## src/rtl/riscv_pipe_pkg.sv

```systemverilog
// riscv_pipe_pkg: shared funct3 size codes, MEM stage FSM encoding and word geometry
package riscv_pipe_pkg;
  localparam int WORD_BYTES = 4;
  localparam logic [2:0] F3_B  = 3'b000;
  localparam logic [2:0] F3_H  = 3'b001;
  localparam logic [2:0] F3_BU = 3'b100;
  localparam logic [2:0] F3_HU = 3'b101;
  typedef enum logic [1:0] {S_IDLE, S_REQ, S_RSP} mem_state_t;
endpackage

```

## src/rtl/mem_lane_align.sv

```systemverilog
// mem_lane_align: byte enables, store lane replication and load extract/extend.
// Sub-word sizes exist only with MEM_SUBWORD_EN; otherwise every access is a full word.
module mem_lane_align import riscv_pipe_pkg::*; #(
  parameter int N = 32
) (
  input  logic [2:0]            funct3,
  input  logic [1:0]            offset,
  input  logic [N-1:0]          store_data,
  input  logic [N-1:0]          rdata,
  output logic [WORD_BYTES-1:0] be,
  output logic [N-1:0]          wdata,
  output logic [N-1:0]          load_data,
  output logic                  misaligned
);
`ifdef MEM_SUBWORD_EN
  logic is_b, is_h, sgn;
  logic [15:0] lane;
  assign is_b = funct3 == F3_B || funct3 == F3_BU;
  assign is_h = funct3 == F3_H || funct3 == F3_HU;
  assign sgn = !(funct3 == F3_BU || funct3 == F3_HU);
  assign lane = 16'(rdata >> {offset, 3'b000});
  assign misaligned = is_h ? offset[0] : !is_b && offset != 2'b00;
  assign be = is_b ? 4'b0001 << offset : is_h ? 4'b0011 << offset : 4'b1111;
  assign wdata = is_b ? {4{store_data[7:0]}} : is_h ? {2{store_data[15:0]}} : store_data;
  assign load_data = is_b ? {{(N-8){sgn & lane[7]}}, lane[7:0]}
                   : is_h ? {{(N-16){sgn & lane[15]}}, lane} : rdata;
`else
  logic unused_funct3;
  assign unused_funct3 = ^funct3;
  assign misaligned = offset != 2'b00;
  assign be = '1;
  assign wdata = store_data;
  assign load_data = rdata;
`endif
endmodule

```

## src/rtl/mem_access_stage.sv

```systemverilog
// mem_access_stage: MEM stage + MEM/WB register on a valid/ready data-memory port.
// Define MEM_SUBWORD_EN for byte/halfword accesses; otherwise all accesses are words.
module mem_access_stage import riscv_pipe_pkg::*; #(
  parameter int N          = 32,
  parameter int RESET_PC_X = 0
) (
  input  logic         clk,
  input  logic         reset,
  input  logic         flush,
  input  logic         ex_valid,
  input  logic [N-1:0] ex_alu_result,
  input  logic [N-1:0] ex_store_data,
  input  logic         ex_mem_read,
  input  logic         ex_mem_write,
  input  logic [2:0]   ex_funct3,
  input  logic         ex_reg_write,
  input  logic [4:0]   ex_rd,
  output logic         stall_o,
  output logic         dmem_req_valid,
  input  logic         dmem_req_ready,
  output logic [N-1:0] dmem_addr,
  output logic         dmem_we,
  output logic [3:0]   dmem_be,
  output logic [N-1:0] dmem_wdata,
  input  logic         dmem_rsp_valid,
  input  logic [N-1:0] dmem_rdata,
  output logic         wb_valid,
  output logic [N-1:0] wb_result,
  output logic         wb_reg_write,
  output logic [4:0]   wb_rd,
  output logic         misalign_o
);
  mem_state_t state;
  logic [N-1:0] q_addr, q_sdata, addr_sel, lane_wdata, lane_load;
  logic [2:0] q_funct3;
  logic [4:0] q_rd;
  logic [WORD_BYTES-1:0] lane_be;
  logic q_we, q_rw, q_kill;
  logic idle, is_mem, lane_mis, issue, req, we_now, accept, st_done, rsp_done, done;
  logic kill, alu_done, mis_done, fin;
  if (RESET_PC_X != 0) begin : g_reset_pc_x_check
    $error("RESET_PC_X is reserved and must be 0");
  end
  // In flight the request is replayed from the captured copy, so EX/MEM may change freely
  assign idle = state == S_IDLE;
  assign is_mem = ex_valid && (ex_mem_read || ex_mem_write);
  assign addr_sel = idle ? ex_alu_result : q_addr;
  assign we_now = idle ? ex_mem_write : q_we;
  mem_lane_align #(.N(N)) u_align (
    .funct3(idle ? ex_funct3 : q_funct3), .offset(addr_sel[1:0]),
    .store_data(idle ? ex_store_data : q_sdata), .rdata(dmem_rdata),
    .be(lane_be), .wdata(lane_wdata), .load_data(lane_load), .misaligned(lane_mis)
  );
  assign issue = idle && is_mem && !flush && !lane_mis;
  assign req = reset && (issue || state == S_REQ);
  assign accept = req && dmem_req_ready;
  assign st_done = accept && we_now;
  assign rsp_done = state == S_RSP && dmem_rsp_valid;
  assign done = st_done || rsp_done;
  assign kill = flush || (!idle && q_kill);
  assign alu_done = idle && ex_valid && !is_mem;
  assign mis_done = idle && is_mem && lane_mis;
  assign fin = !kill && (alu_done || mis_done || done);
  assign stall_o = reset && (issue || !idle) && !done;
  assign dmem_req_valid = req;
  assign dmem_addr = req ? {addr_sel[N-1:2], 2'b00} : '0;
  assign dmem_we = req && we_now;
  assign dmem_be = req ? lane_be : '0;
  assign dmem_wdata = req ? lane_wdata : '0;
  always_ff @(posedge clk or negedge reset) begin
    if (!reset) begin
      state <= S_IDLE;
      q_addr <= '0;
      q_sdata <= '0;
      q_funct3 <= '0;
      q_we <= 1'b0;
      q_rw <= 1'b0;
      q_rd <= '0;
      q_kill <= 1'b0;
      wb_valid <= 1'b0;
      wb_reg_write <= 1'b0;
      wb_result <= '0;
      wb_rd <= '0;
      misalign_o <= 1'b0;
    end else begin
      if (issue) begin
        q_addr <= ex_alu_result;
        q_sdata <= ex_store_data;
        q_funct3 <= ex_funct3;
        q_we <= ex_mem_write;
        q_rw <= ex_reg_write && ex_rd != 5'd0;
        q_rd <= ex_rd;
      end
      q_kill <= kill;
      state <= req ? (!accept ? S_REQ : we_now ? S_IDLE : S_RSP)
             : (state == S_RSP && !dmem_rsp_valid) ? S_RSP : S_IDLE;
      wb_valid <= fin;
      wb_reg_write <= fin && (alu_done ? ex_reg_write && ex_rd != 5'd0 : rsp_done && q_rw);
      wb_result <= !fin ? '0 : rsp_done ? lane_load : addr_sel;
      wb_rd <= fin ? (idle ? ex_rd : q_rd) : 5'd0;
      misalign_o <= mis_done && !kill;
    end
  end
endmodule
```

## config.mk

```make
export PLATFORM = sky130hd
export DESIGN_NAME = mem_access_stage
export DESIGN_NICKNAME = d
export VERILOG_FILES = /design/src/rtl/riscv_pipe_pkg.sv /design/src/rtl/mem_lane_align.sv /design/src/rtl/mem_access_stage.sv
export SDC_FILE = /design/constraint.sdc
export NUM_CORES = 1
export LEC_CHECK = 0
export ABC_AREA = 1
export BUFFER_PORTS_ARGS = -buffer_cell sky130_fd_sc_hd__buf_2
export CAP_MARGIN = 10
export CORE_MARGIN = 5
export CORE_UTILIZATION = 49
export CTS_CLUSTER_DIAMETER = 200
export DETAILED_ROUTE_END_ITERATION = 8
export PLACE_DENSITY = 0.81
export RECOVER_POWER = 50
export SLEW_MARGIN = 20
export SYNTH_ARGS = -nofsm -noshare
export SYNTH_HDL_FRONTEND = slang
export SYNTH_SLANG_ARGS = --single-unit
export TNS_END_PERCENT = 50
```

## constraint.sdc

```tcl
create_clock -name clk -period 1.9 [get_ports clk]
set_input_delay 0.095 -clock clk [delete_from_list [all_inputs] [get_ports clk]]
set_output_delay 0.095 -clock clk [all_outputs]
set_load 0.02 [all_outputs]
```

Word-level counts from Yosys, hierarchy flattened
Index checks and enable logic that the tools add are counted.
W data, S select, Z words.
Cells by class
  equality and inequality tests: 2
  mux-type cells: 15
  reductions and logical operators: 38
Operators by type and width (number)
  $mux W32: 6
  $logic_and A1 B1 Y1: 21
  $mux W5: 2
  $mux W2: 4
  $logic_not A1 Y1: 7
  $logic_or A1 B1 Y1: 7
  $reduce_bool A5 Y1: 1
  $mux W4: 1
  $eq A2 B1 Y1 const B: 1
  $eq A2 B2 Y1 const B: 1
  $logic_not A2 Y1: 1
  $mux W1: 2
  $reduce_bool A2 Y1: 1
Word-level totals
  bits of input ports: 113
  register bits after elaboration: 114
  output and inout bits: 111
  logic and storage cells: 67

Longest topological paths before layout
Gate-level depths: netlist of the first run.
  depth after elaboration: 13
  depth in mapped cells: 13
  depth with buffers taken out: 11

Cells and area by module
A second synthesis of the first run with hierarchy kept.
Second synthesis, totals
  cells, all modules: 854
  area, all modules: 6267.3 µm²
By module, submodules not included
  mem_access_stage: area an instance 5741.8 µm², cells an instance 782, seq. area each 2927.8 µm², instances 1
  mem_lane_align: area an instance 525.5 µm², cells an instance 72, seq. area each 0.0 µm², instances 1

Least setup slack after synthesis of the first run
OpenSTA, ideal clock, no wires.
  path kind: reg-to-output
  from: register state[0]
  to: output port dmem_addr[10]
  data required time: 1.805 ns
  stages on the path, launching flop included: 9
  data arrival time: 1.963 ns
  buffers on the path: 1
  slack: -0.158 ns
  cell sequence: dfrtp_1 -> nor2_4 -> nand3_1 -> nor2_1 -> nand2_4 -> a21boi_2 -> inv_2 -> buf_2 -> nor2_1
Between the ends
  word-level cells in the longest chain between the ends: 8
  elaborated cells between the ends (all ways): 11
  those cells by class: 1 x eq/ne; 2 x mux; 8 x reduce/logical
Ends and longest elaborated chain
  start, declared: RTL line mem_access_stage.sv:33  | mem_state_t state;
  start signal, assigned: RTL line mem_access_stage.sv:95  | state <= req ? (!accept ? S_REQ : we_now ? S_IDLE : S_RSP)
  $logic_not A2 Y1: RTL line mem_access_stage.sv:45  | assign idle = state == S_IDLE;
  $mux W32: RTL line mem_access_stage.sv:47  | assign addr_sel = idle ? ex_alu_result : q_addr;
  $reduce_bool A2 Y1: RTL line mem_lane_align.sv:30  | assign misaligned = offset != 2'b00;
  $logic_not A1 Y1: RTL line mem_access_stage.sv:54  | assign issue = idle && is_mem && !flush && !lane_mis;
  $logic_and A1 B1 Y1: RTL line mem_access_stage.sv:54
  $logic_or A1 B1 Y1 *: RTL line mem_access_stage.sv:55  | assign req = reset && (issue || state == S_REQ);
  $logic_and A1 B1 Y1 *: RTL line mem_access_stage.sv:55
  via dmem_req_valid: RTL line mem_access_stage.sv:19  | output logic dmem_req_valid,
  $mux W32 *: RTL line mem_access_stage.sv:66  | assign dmem_addr = req ? {addr_sel[N-1:2], 2'b00} : '0;
  end, declared: RTL line mem_access_stage.sv:21  | output logic [N-1:0] dmem_addr,
Mark *: on every way through the listed nets, which the timed path passes. The rest lies on a longest branch.

Final worst setup path of the first run
  from: register state[1]
  to: output port dmem_addr[15]
Between the ends
  word-level cells in the longest chain between the ends: 8
  elaborated cells between the ends (all ways): 11
  those cells by class: 1 x eq/ne; 2 x mux; 8 x reduce/logical
Ends and longest elaborated chain (RTL line)
  $logic_not A2 Y1: mem_access_stage.sv:45
  $mux W32: mem_access_stage.sv:47
  $reduce_bool A2 Y1: mem_lane_align.sv:30
  $logic_not A1 Y1: mem_access_stage.sv:54
  $logic_and A1 B1 Y1: mem_access_stage.sv:54
  $logic_or A1 B1 Y1: mem_access_stage.sv:55
  $logic_and A1 B1 Y1: mem_access_stage.sv:55
  $mux W32 *: mem_access_stage.sv:66
Mark *: on every way between the ends. The rest lies on a longest branch, timed or not.

==> results of run 1 <==
-- cells in the final DEF (no fill, tap or decap), types with 34 or more instances in the layout --
master         count
a21oi_1           34
buf_2            108
buf_4             75
clkbuf_1          41
dfrtp_1          112
dlygate4sd3_1     86
inv_1             75
nand2_1          139
nor2_1           113
o21ai_0          135
-- power by group through the flow --
stage | Sequential (mW) | Clock (mW) | Combinational [mW]
after floorplan | 3.13 | 0 | 0.639
after global placement | 3.11 | 0 | 1.02
after detailed placement | 3.12 | 0 | 1.07
after CTS | 3.10 | 3.43 | 1.25
after global routing | 3.16 | 3.56 | 1.44
final | 3.11 | 3.38 | 1.27
-- worst min-delay path by stage --
stage / depth (start not counted) / slack (ns) / start / endpoint
global placement: 1 / -0.03 / reset / state[1]$_DFF_PN0_
detailed placement: 1 / -0.03 / reset / state[0]$_DFF_PN0_
finish: 3 / 0.01 / ex_alu_result[20] / q_addr[20]$_DFFE_PN0P_
CTS: 3 / 0.003 / dmem_rdata[25] / wb_result[25]$_DFF_PN0_
global route: 3 / 0.01 / ex_store_data[16] / q_sdata[16]$_DFFE_PN0P_
floorplan: 0 / -0.20 / reset / misalign_o$_DFF_PN0_
-- layout make-up --
class                           instances  share of cell area (%)
Antenna cell                            4                  0.1158
Clock buffer                           20                   5.284
Clock inverter                         12                   2.099
Inverter                               79                   3.489
Multi-Input combinational cell        476                   25.90
Sequential cell                       114                   33.03
Tap cell                              140                   2.027
Timing Repair Buffer                  329                   28.05
-- routing by layer --
layer  up-vias  GRT usage, %  part of all wire (%)
li1       2842             -                     -
met1      2670         31.22                    37
met2       285         46.91                    51
met3        64         8.031                   8.0
met4         2         15.39                   4.3
met5         -             0                 0.071
-- timing repair --
item                                   4_1_cts  5_1_grt
endpoints found under the hold margin      199        0
buffers inserted                             5        0
pin swaps                                    6        1
gates resized for setup                     79       35
cloned                                       2        0
setup endpoints to repair                   87      123
hold buffers                                86        0
-- sequential cells by signal, indices dropped and copies added (netlist names) --
register	cells
wb_rd	5
q_rd	5
q_addr	32
state	2
wb_valid	1
wb_result	32
q_we	1
q_kill	1
q_rw	1
misalign_o	1
wb_reg_write	1
q_sdata	32
-- tightest hold or removal path, stage by stage --
cell and delay [ns]:
buf_2 0.11, inv_1 0.06, o21ai_0 0.09
-- cells by family (layout without fill, tap and decap cells) --
| kind of cell | count (synthesis) | count (layout) | synth area share [%] |
|---|---|---|---|
| AO/OA/AOI/OAI | 177 | 177 | 16.22 |
| flip-flops | 114 | 114 | 51.42 |
| AND/OR/NAND/NOR | 297 | 297 | 22.15 |
| buffers and inverters | 132 | 440 | 10.15 |
| other | 1 | 6 | 0.06759 |
-- stage by stage --
stage	worst slack, ns	TNS [ns]	hold slack [ns]	power (mW)
after floorplan	-0.02804	-1.654	-0.2006	3.771
after global placement	-0.006448	-0.006448	-0.02797	4.136
after detailed placement	-0.03134	-0.03454	-0.02709	4.190
after CTS	-0.2707	-15.69	0.002797	7.779
after global routing	-0.4283	-27.10	0.01072	8.161
final	-0.2917	-15.37	0.01298	7.765
==> flow_metrics.env, run 1 <==
export IMPL_setup_violations=69
export IMPL_fillCellCount=737
export IMPL_grt_pass1_wl_mm=29.11
export IMPL_placedCellCount=1045
export IMPL_dieArea_um2=13550
export IMPL_grt_max_degree=103
export IMPL_clk_latency_ns=0.40
export IMPL_path_max_fanout=17
export IMPL_finalCriticalPeriod_ns=2.192
export IMPL_layout_cells_non_filler=1174
export IMPL_yosysMostFrequentCell="nand2_1"
export IMPL_ys_seq_elements=114
export IMPL_leakagePower_nw=4.648
export IMPL_cts_root_buffer="clkbuf_16"
export IMPL_grt_ovfl_total=0
export IMPL_startpoint="state[1]$_DFF_PN0_"
export IMPL_run_status="finished, violations left"
export IMPL_slew_viol_final=0
export IMPL_grtUsageTotal_pct=27.64
export IMPL_clk_path_buf_depth=2
export IMPL_cts_tree="built"
export IMPL_critPathLaunchType="flop"
export IMPL_ir_drop_mv=0.8050
export IMPL_hold_violations=0
export IMPL_p_int_mw=5.699
export IMPL_htree_levels=4
export IMPL_async_reset_ff_share_pct=100.0
export IMPL_dr_pass1_iters=5
export IMPL_synth_flop_cell="dfrtp_1"
export IMPL_timing_rr_end="wb_result[31]$_DFF_PN0_"
export IMPL_synthCells=721
export IMPL_rr_startpoint="state[1]$_DFF_PN0_"
export IMPL_worstSetupEndpoint="dmem_addr[15]"
export IMPL_critPathKind="reg2out"
export IMPL_cp_num_buf_inv=4
export IMPL_wirelength_mm=18.29
export IMPL_skew_ns=0.006954
export IMPL_relSlewSlack_pct=38.90
export IMPL_powerDensity_nw_per_um2=898.4
export IMPL_rr_worst_depth=12
export IMPL_wire_per_inst_um=15.58
export IMPL_synth_distinct_cells=26
export IMPL_path_cells="inv_2 -> nand2_2 -> nand2_2 -> nand2_2 -> nor2_4 -> nand2_4 -> a21boi_4 -> inv_6 -> buf_16 -> nor2_1 -> buf_4"
export IMPL_path_clk_slew_ns=0.05
export IMPL_cts_sinks=114
export IMPL_area_delta_synth_final_pct=55.80
export IMPL_vias=5863
export IMPL_drc=0
export IMPL_seq_area_frac_synth_pct=51.42
export IMPL_io_buffers=218
export IMPL_post_route_period_util_pct=115.4
export IMPL_p_seq_share_pct=40.1
export IMPL_antenna_left=0
export IMPL_reg2reg_setup_slack_ns=0.01
export IMPL_multiInputGateArea_um2=2238
export IMPL_dieWidth_um=116.4
export IMPL_place_congestion=0.8456
export IMPL_cts_buffers=17
export IMPL_post_route_util_pct=78.70
export IMPL_vias_per_cell=4.994
export IMPL_cap_violations=0
export IMPL_fin_nets=1130
export IMPL_worstPathRequired_ns=1.80
export IMPL_min_path_type="in2reg"
export IMPL_tightest_slew_ns=0.9165
export IMPL_synth_common_cells="nand2_1, o21ai_0, nor2_1"
export IMPL_setup_slack_ns=-0.2917
export IMPL_worst_path_stages=11
export IMPL_yosysWarnings=0
export IMPL_placed_area_um2=6792
export IMPL_netlist_area_um2=5548
export IMPL_seq_area_um2=2855
export IMPL_power_switching_mw=2.067
export IMPL_fin_area_um2=8643
export IMPL_critical_path_slowest_cell="dfrtp_2"
export IMPL_io_pins=224
export IMPL_grt_pass1_vias=6065
export IMPL_cp_end_kind="output pin"
export IMPL_initial_core_util_pct=50.51
export IMPL_synth_top_area_share_pct=51.42
export IMPL_die_y_um=116.4
export IMPL_critPathMostFrequentCell="nand2_2"
export IMPL_crit_arrival_ns=2.10
export IMPL_max_freq_mhz=456.3
export IMPL_drt_iter0_drc=441
export IMPL_antenna_found_initial=1
export IMPL_yosys_top_cells_area="dfrtp_1, o21ai_0, nand2_1"
export IMPL_slowest_delay_ns=0.44
export IMPL_violations="negative setup slack"
export IMPL_floorplan_rows=38
export IMPL_p_clk_share_pct=43.6
export IMPL_path_delay_family="simple AND/OR/NAND/NOR gates"
export IMPL_dpl_hpwl_mm=10.43
export IMPL_rsz0062_at_grt="yes"
export IMPL_synth_edf_count=0
export IMPL_comb_power_share_pct=16.4
export IMPL_fp_coreArea_um2=10980
export IMPL_final_layout_size_suffix_gt1_share_pct=27.18
export IMPL_avgSynthCellArea_um2=7.695
export IMPL_switching_share_pct=26.61
export IMPL_yosysTopAreaCell="dfrtp_1"
Note: power is estimated with default switching activity, not from simulation.
==> run 2, diff against run 1 <==
- SETUP_SLACK_MARGIN: default -> 0.2
- SKIP_CTS_REPAIR_TIMING: default -> 1
==> flow_metrics.env, run 2 (same netlist as run 1, synthesis figures left out) <==
export IMPL_run_status="finished, violations left"
export IMPL_violations="negative hold slack, negative setup slack"
export IMPL_post_route_period_util_pct=119.9
export IMPL_path_delay_family="simple AND/OR/NAND/NOR gates"
export IMPL_io_buffers=218
export IMPL_wirelength_mm=16.50
export IMPL_dieArea_um2=13550
export IMPL_path_cells="nor2_4 -> nand3_4 -> nor2_4 -> nand2_4 -> a21boi_4 -> inv_6 -> buf_4 -> nor2_2 -> buf_2"
export IMPL_setup_violations=69
export IMPL_area_delta_synth_final_pct=52.12
export IMPL_worst_path_stages=9
export IMPL_hold_path_depth=3
export IMPL_cts_root_buffer="clkbuf_16"
export IMPL_place_congestion=0.8990
export IMPL_clk_path_buf_depth=2
export IMPL_hold_end="q_sdata[16]$_DFFE_PN0P_"
export IMPL_cts_tree="built"
export IMPL_min_path_type="in2reg"
export IMPL_cp_num_buf_inv=3
export IMPL_layout_commonest_cell="nand2_1"
export IMPL_htree_levels=4
export IMPL_dr_pass1_iters=4
export IMPL_finalCriticalPeriod_ns=2.278
export IMPL_grt_ovfl_total=0
export IMPL_reg2reg_setup_slack_ns=0.05
export IMPL_path_clk_slew_ns=0.05
export IMPL_critPathLaunchType="flop"
export IMPL_critPathKind="reg2out"
export IMPL_critical_path_slowest_cell="dfrtp_2"
export IMPL_crit_arrival_ns=2.18
export IMPL_powerDensity_nw_per_um2=893.9
export IMPL_leakagePower_nw=4.489
export IMPL_slowest_delay_ns=0.45
export IMPL_max_freq_mhz=439.1
export IMPL_skew_ns=0.01016
export IMPL_antenna_found_initial=0
export IMPL_io_pins=224
export IMPL_path_max_fanout=10
export IMPL_drt_iter0_drc=449
export IMPL_power_mw=7.544
export IMPL_layout_common_cells="nand2_1, o21ai_0, buf_2"
export IMPL_grtUsageTotal_pct=21.92
export IMPL_cts_sinks=114
export IMPL_relSlewSlack_pct=42.21
export IMPL_tightest_slew_ns=0.8668
export IMPL_min_from="ex_store_data[16]"
export IMPL_clk_latency_ns=0.40
export IMPL_slew_viol_final=0
export IMPL_timing_rr_end="wb_result[19]$_DFF_PN0_"
export IMPL_die_y_um=116.4
export IMPL_drc=0
export IMPL_worstPathRequired_ns=1.80
export IMPL_critPathMostFrequentCell="nor2_4"
export IMPL_antenna_left=0
export IMPL_reg_largest_list="q_addr: 32 flops, q_sdata: 32 flops, wb_result: 32 flops"
export IMPL_grt_pass1_wl_mm=23.58
export IMPL_dieWidth_um=116.4
export IMPL_initial_core_util_pct=50.51
export IMPL_final_layout_size_suffix_gt1_share_pct=35.49
export IMPL_cts_buffers=17
export IMPL_fin_nets=1089
export IMPL_setup_slack_ns=-0.3775
export IMPL_rr_worst_depth=11
export IMPL_rr_startpoint="state[0]$_DFF_PN0_"
export IMPL_vias_per_cell=4.937
export IMPL_fin_setup_tns_ns=-21.63
export IMPL_cap_violations=0
export IMPL_floorplan_rows=38
export IMPL_dpl_hpwl_mm=10.97
export IMPL_rsz0062_at_grt="yes"
export IMPL_holdWs_ns=-0.03181
export IMPL_wire_per_inst_um=14.60
export IMPL_grt_pass1_vias=4968
export IMPL_cp_end_kind="output pin"
export IMPL_grt_max_degree=66
export IMPL_ir_drop_mv=0.5158
export IMPL_fp_coreArea_um2=10980
export IMPL_vias=5579
export IMPL_hold_violations=24
run 2: changes by cell type in the layout (fill, tap and decap cells not counted), moves of 5 or more:
cell,before,now
buf_12,6,11
buf_2,108,123
buf_4,75,69
buf_6,12,4
dlygate4sd3_1,86,36
nor2_1,113,54
nor2_2,13,52
nor2_4,14,34
o21ai_0,135,128
run 2: worst max path at each step:
| stage | from | endpoint | slack, ns |
|---|---|---|---|
| detailed placement | state[1]$_DFF_PN0_ | dmem_wdata[15] | 0.05 |
| finish | state[0]$_DFF_PN0_ | dmem_wdata[27] | -0.38 |
| global route | state[0]$_DFF_PN0_ | dmem_wdata[27] | -0.46 |
| global placement | state[1]$_DFF_PN0_ | dmem_wdata[15] | 0.06 |
| floorplan | state[1]$_DFF_PN0_ | dmem_addr[23] | 0.06 |
| CTS | state[1]$_DFF_PN0_ | dmem_wdata[15] | -0.39 |
run 2: report_power, final:
group	leakage, nW	total, mW	internal, mW	switching (mW)
sequential	1.48	3.10	2.88	0.228
combinational	2.73	1.26	0.525	0.738
clock	0.281	3.18	2.07	1.11
total	4.49	7.54	5.47	2.08
run 2: area by class of cell:
cell class / instances / area (µm²)
antenna: 1 / 2.502
clock buffer: 20 / 436.7
clock inverter: 12 / 157.7
fill: 779 / 2544
inverter: 79 / 301.5
multi-input combinational: 476 / 2524
sequential: 114 / 2855
tap: 140 / 175.2
timing repair buffer: 288 / 1987
run 2: through the flow:
stage          utilization [%]  setup WS, ns  hold WS, ns  instances  area (µm²)
2_1_floorplan                -       0.06179      -0.2006        722        5841
3_3_place_gp             65.00       0.06388     -0.09986       1053        7139
3_5_place_dp             65.00       0.05418     -0.09738       1053        7139
4_1_cts                  70.41       -0.3876      -0.5180       1085        7734
5_1_grt                  76.82       -0.4579   -0.0002630       1129        8437
6_report                 76.84       -0.3775     -0.03181       1130        8439
run 2: worst reg2reg max path, stage by stage, from the launching register on:
cell and delay, ns:
dfrtp_2 0.45, nor2_4 0.21, buf_12 0.15, nand2_4 0.04, nand2_2 0.07, nor2_4 0.04, buf_4 0.13, o21a_1 0.17
nand3_2 0.07, nand2_4 0.12, buf_12 0.20, nor2_1 0.12
run 2: layer usage:
metal / up-vias / GRT usage, % / wire [µm]
met2: 214 / 36.31 / 8323
met1: 2585 / 28.29 / 6580
met5: - / 0 / 0
met4: 0 / 6.265 / 248
li1: 2759 / - / -
met3: 21 / 6.114 / 1349
